===== src/rtl/data_mem_bridge.sv =====
// data_mem_bridge: converts the single-cycle MIPS core's data-memory access into a valid/ready bus transaction.
// Latency: store stalls >= 2 cycles (IDLE, REQ), load >= 3 (IDLE, REQ, WAIT_RSP); each bus wait cycle adds one.
// Backpressure: request held stable while mem_req_ready is low; core stalled combinationally until DONE.
module data_mem_bridge #(
  parameter int CNT_WIDTH = 32
) (
  input  logic                 clk,
  input  logic                 rst,
  // core data-memory port
  input  logic [31:0]          cpu_Address,
  input  logic                 cpu_MemRead,
  input  logic                 cpu_MemWrite,
  input  logic [31:0]          cpu_Write_data,
  input  logic [3:0]           cpu_Write_strb,
  output logic [31:0]          cpu_Read_data,
  output logic                 cpu_stall,
  // bus request channel
  output logic                 mem_req_valid,
  input  logic                 mem_req_ready,
  output logic                 mem_req_wen,
  output logic [31:0]          mem_req_addr,
  output logic [31:0]          mem_req_wdata,
  output logic [3:0]           mem_req_strb,
  // bus response channel
  input  logic                 mem_rsp_valid,
  output logic                 mem_rsp_ready,
  input  logic [31:0]          mem_rsp_rdata,
  // performance counters
  output logic [CNT_WIDTH-1:0] req_count,
  output logic [CNT_WIDTH-1:0] stall_count
);

  typedef enum logic [1:0] {
    S_IDLE     = 2'd0,
    S_REQ      = 2'd1,
    S_WAIT_RSP = 2'd2,
    S_DONE     = 2'd3
  } state_t;

  localparam logic [CNT_WIDTH-1:0] CNT_ONE = {{(CNT_WIDTH-1){1'b0}}, 1'b1};
  localparam logic [CNT_WIDTH-1:0] CNT_MAX = {CNT_WIDTH{1'b1}};

  state_t               r_state;
  state_t               w_next_state;
  logic                 r_wen;
  logic [31:0]          r_addr;
  logic [31:0]          r_wdata;
  logic [3:0]           r_strb;
  logic [31:0]          r_rdata;
  logic [CNT_WIDTH-1:0] r_req_count;
  logic [CNT_WIDTH-1:0] r_stall_count;

  logic                 w_cpu_req;
  logic                 w_capture;
  logic                 w_rsp_take;
  logic                 w_enter_done;
  logic                 w_stall;
  logic                 w_req_valid;
  logic                 w_rsp_ready;

  // A store wins when both read and write are asserted.
  assign w_cpu_req = cpu_MemRead | cpu_MemWrite;

  // Next-state decode plus the per-state bus/core strobes.
  always_comb begin
    w_next_state = r_state;
    w_enter_done = 1'b0;
    w_capture    = 1'b0;
    w_rsp_take   = 1'b0;
    w_stall      = 1'b0;
    w_req_valid  = 1'b0;
    w_rsp_ready  = 1'b0;
    case (r_state)
      S_IDLE: begin
        w_stall = w_cpu_req;
        if (w_cpu_req) begin
          w_capture    = 1'b1;
          w_next_state = S_REQ;
        end
      end
      S_REQ: begin
        w_stall     = 1'b1;
        w_req_valid = 1'b1;
        if (mem_req_ready) begin
          // stores are posted: the request handshake completes them
          if (r_wen) begin
            w_next_state = S_DONE;
            w_enter_done = 1'b1;
          end else begin
            w_next_state = S_WAIT_RSP;
          end
        end
      end
      S_WAIT_RSP: begin
        w_stall     = 1'b1;
        w_rsp_ready = 1'b1;
        if (mem_rsp_valid) begin
          w_rsp_take   = 1'b1;
          w_next_state = S_DONE;
          w_enter_done = 1'b1;
        end
      end
      S_DONE: begin
        // core advances on this edge; a held request is seen in the next IDLE
        w_next_state = S_IDLE;
      end
      default: begin
        w_next_state = S_IDLE;
      end
    endcase
  end

  // State register; reset abandons any in-flight transaction.
  always_ff @(posedge clk or negedge rst) begin
    if (!rst) begin
      r_state <= S_IDLE;
    end else begin
      r_state <= w_next_state;
    end
  end

  // Request registers: captured only when leaving IDLE, so core changes later are ignored.
  always_ff @(posedge clk or negedge rst) begin
    if (!rst) begin
      r_wen   <= 1'b0;
      r_addr  <= 32'd0;
      r_wdata <= 32'd0;
      r_strb  <= 4'd0;
    end else if (w_capture) begin
      r_wen   <= cpu_MemWrite;
      r_addr  <= cpu_Address;
      r_wdata <= cpu_Write_data;
      r_strb  <= cpu_MemWrite ? cpu_Write_strb : 4'b1111;
    end
  end

  // Load result register; holds the last load value across stores and idle time.
  always_ff @(posedge clk or negedge rst) begin
    if (!rst) begin
      r_rdata <= 32'd0;
    end else if (w_rsp_take) begin
      r_rdata <= mem_rsp_rdata;
    end
  end

  // Saturating performance counters.
  always_ff @(posedge clk or negedge rst) begin
    if (!rst) begin
      r_req_count   <= '0;
      r_stall_count <= '0;
    end else begin
      if (w_enter_done && (r_req_count != CNT_MAX)) begin
        r_req_count <= r_req_count + CNT_ONE;
      end
      if (w_stall && (r_stall_count != CNT_MAX)) begin
        r_stall_count <= r_stall_count + CNT_ONE;
      end
    end
  end

  assign cpu_stall     = w_stall;
  assign cpu_Read_data = r_rdata;
  assign mem_req_valid = w_req_valid;
  assign mem_req_wen   = r_wen;
  assign mem_req_addr  = r_addr;
  assign mem_req_wdata = r_wdata;
  assign mem_req_strb  = r_strb;
  assign mem_rsp_ready = w_rsp_ready;
  assign req_count     = r_req_count;
  assign stall_count   = r_stall_count;

endmodule


===== config.mk =====
export PLATFORM = sky130hd
export DESIGN_NAME = data_mem_bridge
export DESIGN_NICKNAME = d
export VERILOG_FILES = /design/src/rtl/data_mem_bridge.sv
export SDC_FILE = /design/constraint.sdc
export NUM_CORES = 1
export LEC_CHECK = 0
export ABC_AREA = 1
export BUFFER_PORTS_ARGS = -buffer_cell sky130_fd_sc_hd__buf_2
export CORE_MARGIN = 5
export CORE_UTILIZATION = 55
export DETAILED_ROUTE_END_ITERATION = 12
export MAX_ROUTING_LAYER = met4
export PLACE_DENSITY = 0.94
export SYNTH_ARGS = -nofsm -noshare
export SYNTH_HDL_FRONTEND = slang
export SYNTH_SLANG_ARGS = --single-unit
export TNS_END_PERCENT = 10

===== constraint.sdc =====
create_clock -name clk -period 3.6 [get_ports clk]
set_clock_uncertainty 0.1 [all_clocks]
set_input_delay 0.72 -clock clk [delete_from_list [all_inputs] [get_ports clk]]
set_output_delay 0.72 -clock clk [all_outputs]
set_load 0.05 [all_outputs]

==> results of run 1 <==
## sequential cells by signal, summed over array words and instances (netlist names)
| signal | count |
|---|---|
| cpu_Read_data | 32 |
| mem_req_wdata | 32 |
| mem_req_strb | 4 |
| mem_req_addr | 32 |
| stall_count | 32 |
| r_state | 2 |
| mem_req_wen | 1 |
| req_count | 32 |
## through the flow
stage | cell area, um2 | std cells
floorplan | 8260 | 1054
global placement | 9760 | 1487
detailed placement | 9760 | 1487
CTS | 10400 | 1516
global route | 10400 | 1519
finish | 10400 | 1519
## worst paths after layout
kind                                         startpoint                       endpoint  depth (start not counted)  slack [ps]
max                              r_state[1]$_DFFE_PN0P_                      cpu_stall                          5         730
min                                                 rst  cpu_Read_data[31]$_DFFE_PN0P_                          1         140
max reg2reg                      r_state[1]$_DFFE_PN0P_      req_count[18]$_DFFE_PN0P_                          9        1400
min reg2reg                mem_req_addr[29]$_DFFE_PN0P_   mem_req_addr[29]$_DFFE_PN0P_                          2         380
max in group asynchronous                           rst     stall_count[4]$_DFFE_PN0P_                          2        2420
min in group clk           mem_req_addr[29]$_DFFE_PN0P_   mem_req_addr[29]$_DFFE_PN0P_                          2         380
## power groups by stage
stage / clock network [mW] / registers, mW / logic [mW]
after floorplan: 0 / 5.01 / 1.40
after detailed placement: 0 / 2.90 / 4.65
after CTS: 1.89 / 2.90 / 4.65
final: 1.87 / 2.90 / 4.61
after global routing: 1.99 / 2.97 / 4.89
after global placement: 0 / 2.87 / 4.53
## logic make-up after synthesis
logic type / after synthesis / synth area share
mux: 32 / 0.0436
simple gates: 708 / 0.352
fa+ha+maj: 7 / 0.0106
flops: 167 / 0.506
compound gates: 23 / 0.0173
xor+xnor: 19 / 0.0202
buf+inv: 98 / 0.0500
## routing by layer
layer	track usage	share of wire
met5	-	0
met4	0.108	0.033
met3	0.0710	0.074
met2	0.459	0.51
met1	0.323	0.38
## worst max-delay path: cells and delay by family (launching register included)
family	cells	cell delay [ps]
buf+inv	3	530
fa+ha+maj	1	330
compound gates	1	360
flops	1	420
## cells in the mapped netlist, types with 2 or more instances
| master | number | area share |
|---|---|---|
| a21oi_1 | 4 | 0.0024 |
| buf_1 | 5 | 0.0023 |
| buf_2 | 4 | 0.0024 |
| buf_4 | 3 | 0.0027 |
| buf_6 | 2 | 0.0027 |
| clkbuf_1 | 13 | 0.0059 |
| dfrtp_1 | 167 | 0.51 |
| ha_1 | 7 | 0.011 |
| inv_1 | 67 | 0.030 |
| inv_2 | 2 | 0.00091 |
| mux2_2 | 32 | 0.044 |
| nand2_1 | 506 | 0.23 |
| nand2_2 | 5 | 0.0038 |
| nand2_4 | 5 | 0.0068 |
| nand3_1 | 46 | 0.028 |
| nand3b_1 | 6 | 0.0055 |
| nand4_1 | 19 | 0.014 |
| nor2_1 | 104 | 0.047 |
| nor2_2 | 7 | 0.0053 |
| nor2_4 | 7 | 0.0095 |
| nor3_1 | 3 | 0.0018 |
| o21ai_0 | 10 | 0.0061 |
| o21bai_1 | 2 | 0.0018 |
| o22a_1 | 4 | 0.0042 |
| xnor2_1 | 8 | 0.0085 |
| xor2_1 | 11 | 0.012 |
## final cells by class
class / count / area, um2
Antenna cell: 3 / 7.51
Clock buffer: 19 / 453
Clock inverter: 10 / 145
Fill cell: 1119 / 4280
Inverter: 70 / 265
Multi-Input combinational cell: 789 / 3670
Sequential cell: 167 / 4180
Tap cell: 184 / 230
Timing Repair Buffer: 277 / 1420
==> flow_metrics.py, run 1 <==
metrics = {
    "logic_synthesis": {
        "syn_inst": 1054,
        "ys_seq_area_frac": 0.506,
        "synth_area_mm2": 0.00826,
        "synth-async-reset-ratio": 1.00,
        "synthDistinctLibCells": 31,
        "ys_ff_latch": 167,
        "synth.avg_cell_area_um2": 7.83,
        "syn_nets": 1167,
        "synth_edf_count": 0,
        "yosys_warnings": 0,
        "dominantRegCellSynth": "dfrtp_1",
    },
    "placement": {
        "pre_cts_ws_ps": 1160,
        "io_buffer_count": 273,
        "hpwl_um": 17800,
        "gp_congestion": 0.971,
    },
    "cts": {
        "cts_root_buf": "clkbuf_16",
        "cts_sinks": 167,
        "clkTransAtPathRegs_ps": 60,
        "cts_max_level": 4,
        "ctsHoldBuffers": 0,
        "cts_made_buffers": 17,
        "cts_setup_buffers": 0,
        "clock_latency_ps": 420,
        "cts_tree": "done",
        "ctsResizeCount": 0,
        "cts_max_path_buffers": 2,
    },
    "power": {
        "vdd_drop_max_mv": 0.900,
        "pwr-share-clk": 0.199,
        "p_per_area_mw_per_mm2": 905,
        "seqPwrFrac": 0.309,
        "swShare": 0.503,
        "p_switching_mw": 4.72,
        "power.internal_mw": 4.66,
        "combPwrFrac": 0.492,
        "power.total_mw": 9.38,
        "leakagePower_nw": 5.52,
    },
    "worst_setup_path": {
        "required_ps": 2780,
        "worst_path_most_repeated_cell": "inv_1",
        "arrival_ps": 2050,
        "worstPathMaxFanout": 5,
        "worst_setup_path_end_kind": "primary output",
        "start_kind": "register",
        "crit_type": "register to primary output",
        "cp_cell_sequence": "inv_1 > ha_1 > inv_1 > a21oi_1 > buf_2",
        "slowest_delay_ps": 420,
        "slowest_stage": "dfrtp_1",
    },
    "sta": {
        "period_needed_ps": 2870,
        "fin_crit_sh": 0.798,
        "fin_ws_ps": 726,
        "rsz0062_at_grt": "false",
        "max_clock_freq_mhz": 348,
        "slew_headroom": 0.254,
        "tightest_slew_ps": 1120,
        "finalSetupViolCount": 0,
        "holdWs_ps": 144,
        "finalMaxSlewViolations": 0,
        "final.setup.tns_ps": 0,
        "hold_violations": 0,
    },
    "floorplanning": {
        "pin_count": 274,
        "row_count": 44,
        "die_height_um": 133,
        "die_area_mm2": 0.0176,
        "core_mm2": 0.0146,
        "start_util": 0.564,
        "die_x_um": 133,
    },
    "hold_path": {
        "hold_class": "input pin to asynchronous set/reset pin",
    },
    "routing": {
        "num_vias": 7860,
        "drt_wl_total_um": 23400,
        "drt-vias-per-instance": 5.17,
        "wl_per_cell_um": 15.4,
        "drt_iter0_drc": 494,
        "route.antenna.remaining_nets": 0,
        "drc": 0,
        "drt-pass1-iter-count": 6,
    },
    "global_routing": {
        "antenna_found_initial": 3,
        "grt_max_degree": 79,
        "grt_pass1_vias": 7680,
        "grt_use_total": 0.276,
        "grt-ovfl-total": 0,
        "grt_pass1_wl_um": 38300,
    },
    "cells_and_area": {
        "finish.utilization": 0.708,
        "area_delta_synth_final_pct": 25.6,
        "final_common_cell": "nand2_1",
        "layout_common_cells": "506 x nand2_1, 272 x buf_2, 167 x dfrtp_1",
        "drive_gt1_frac": 0.275,
        "nets": 1435,
    },
    "outcome": {
        "status": "finished, final reports clean",
    },
    "flow_run": {
        "cap_violations": 0,
    },
}
Power figures use the tool's default switching activity.
==> inputs of run 2 (changes only) <==
Settings changed: CORE_UTILIZATION 55 to 46, PLACE_DENSITY 0.94 to 0.85.
Clock period 3.6 ns to 2.4 ns, I/O delays scaled along.
==> flow_metrics.py, run 2 (same netlist as run 1, synthesis figures left out) <==
metrics = {
    "worst_setup_path": {
        "worst_r2r_endpoint": "stall_count[21]$_DFFE_PN0P_",
        "crit_type": "register to primary output",
        "r2r-start": "r_state[1]$_DFFE_PN0P_",
        "required_ps": 1820,
        "crit_path_start": "r_state[1]$_DFFE_PN0P_",
        "reg2regPathDepth": 9,
        "start_kind": "register",
        "worst_setup_path_end_kind": "primary output",
        "r2r_slack_ps": 220,
        "worstPathMaxFanout": 5,
        "arrival_ps": 1670,
    },
    "cts": {
        "cts_root_buf": "clkbuf_16",
        "cts_max_path_buffers": 2,
        "clock_latency_ps": 430,
        "cts_made_buffers": 17,
        "cts_sinks": 167,
        "cts_max_level": 4,
        "clkTransAtPathRegs_ps": 80,
        "cts_tree": "done",
    },
    "sta": {
        "tightest_slew_ps": 656,
        "rsz0062_at_grt": "false",
        "finalSetupViolCount": 0,
        "finalMaxSlewViolations": 0,
        "period_needed_ps": 2250,
        "final.setup.tns_ps": 0,
        "fin_crit_sh": 0.938,
        "hold_violations": 0,
        "max_clock_freq_mhz": 444,
        "slew_headroom": 0.563,
    },
    "cells_and_area": {
        "nets": 1445,
        "finish.utilization": 0.589,
        "area_delta_synth_final_pct": 27.3,
        "layout_common_cells": "506 x nand2_1, 271 x buf_2, 167 x dfrtp_1",
        "final_common_cell": "nand2_1",
        "drive_gt1_frac": 0.283,
    },
    "routing": {
        "drt_iter0_drc": 431,
        "drt_wl_total_um": 23600,
        "drc": 0,
        "num_vias": 7878,
        "drt-pass1-iter-count": 5,
        "route.antenna.remaining_nets": 0,
        "drt-vias-per-instance": 5.00,
        "wl_per_cell_um": 15.0,
    },
    "global_routing": {
        "grt_pass1_wl_um": 38200,
        "grt_pass1_vias": 7879,
        "grt_max_degree": 67,
        "grt-ovfl-total": 0,
        "grt_use_total": 0.237,
        "antenna_found_initial": 1,
    },
    "floorplanning": {
        "pin_count": 274,
        "die_height_um": 144,
        "row_count": 49,
        "die_area_mm2": 0.0207,
        "core_mm2": 0.0178,
        "start_util": 0.463,
        "die_x_um": 144,
    },
    "outcome": {
        "status": "finished, final reports clean",
    },
    "flow_run": {
        "cap_violations": 0,
    },
    "placement": {
        "io_buffer_count": 273,
        "gp_congestion": 0.984,
        "hpwl_um": 17900,
    },
    "hold_path": {
        "hold_depth": 3,
        "min_from": "cpu_Address[21]",
        "hold_class": "input pin to register",
        "hold_end": "mem_req_addr[21]$_DFFE_PN0P_",
    },
    "power": {
        "vdd_drop_max_mv": 1.31,
        "leakagePower_nw": 5.57,
        "p_per_area_mw_per_mm2": 1330,
    },
}
-- run 2: how the worst max path moves through the flow --
| stage | to | slack (ps) | cells past startpoint |
|---|---|---|---|
| after floorplan | req_count[28]$_DFFE_PN0P_ | 220 | 10 |
| after global placement | req_count[11]$_DFFE_PN0P_ | 370 | 9 |
| after detailed placement | stall_count[31]$_DFFE_PN0P_ | 270 | 10 |
| after CTS | cpu_stall | 20 | 5 |
| after global routing | stall_count[19]$_DFFE_PN0P_ | 40 | 9 |
| final | cpu_stall | 150 | 5 |
-- run 2: repair_timing --
action | 4_1_cts | 5_1_grt
pin swaps | 0 | 1
gates resized for setup | 3 | 1
endpoints found under the setup margin | 1 | 1
endpoints found under the hold margin | 51 | 0
setup buffers | 0 | 1
hold buffers | 1 | 0
-- run 2: per-layer routing --
layer | vias up | track usage | routed length, um
li1 | 3827 | - | -
met1 | 3697 | 0.299 | 9720
met2 | 303 | 0.380 | 11600
met3 | 51 | 0.0473 | 1690
met4 | 0 | 0.0897 | 614
met5 | - | - | 0
-- run 2: stage by stage --
stage	instances	setup WS [ps]	power (mW)	area (um2)	hold slack, ps
2_1_floorplan	1054	216	9.62	8260	84.4
3_3_place_gp	1540	371	11.2	9910	358
3_5_place_dp	1540	273	11.3	9910	359
4_1_cts	1573	20.7	14.1	10500	124
5_1_grt	1575	37.1	14.8	10500	135
6_report	1576	148	14.0	10500	136
-- run 2: layout make-up --
class	count	area, um2
well taps	229	287
flip-flops and latches	167	4180
multi-input cells	789	3680
fillers	1572	7330
clock inverters	14	129
inverters	70	265
repair buffers	287	1520
diodes	2	5.00
clock buffers	18	439
-- run 2: report_power, final --
group          internal, mW  switching [mW]  total [mW]  leakage [nW]
Combinational          1.64            5.36        7.01          3.16
Clock                  1.40            1.27        2.67         0.282
Sequential             3.76           0.593        4.35          2.13
Total                  6.80            7.23        14.0          5.57
-- run 2: worst max-delay path: stages, from the launching register on --
cell and delay, ps:
dfrtp_1 410, inv_1 100, ha_1 310, inv_1 90, a21oi_4 150, buf_6 180
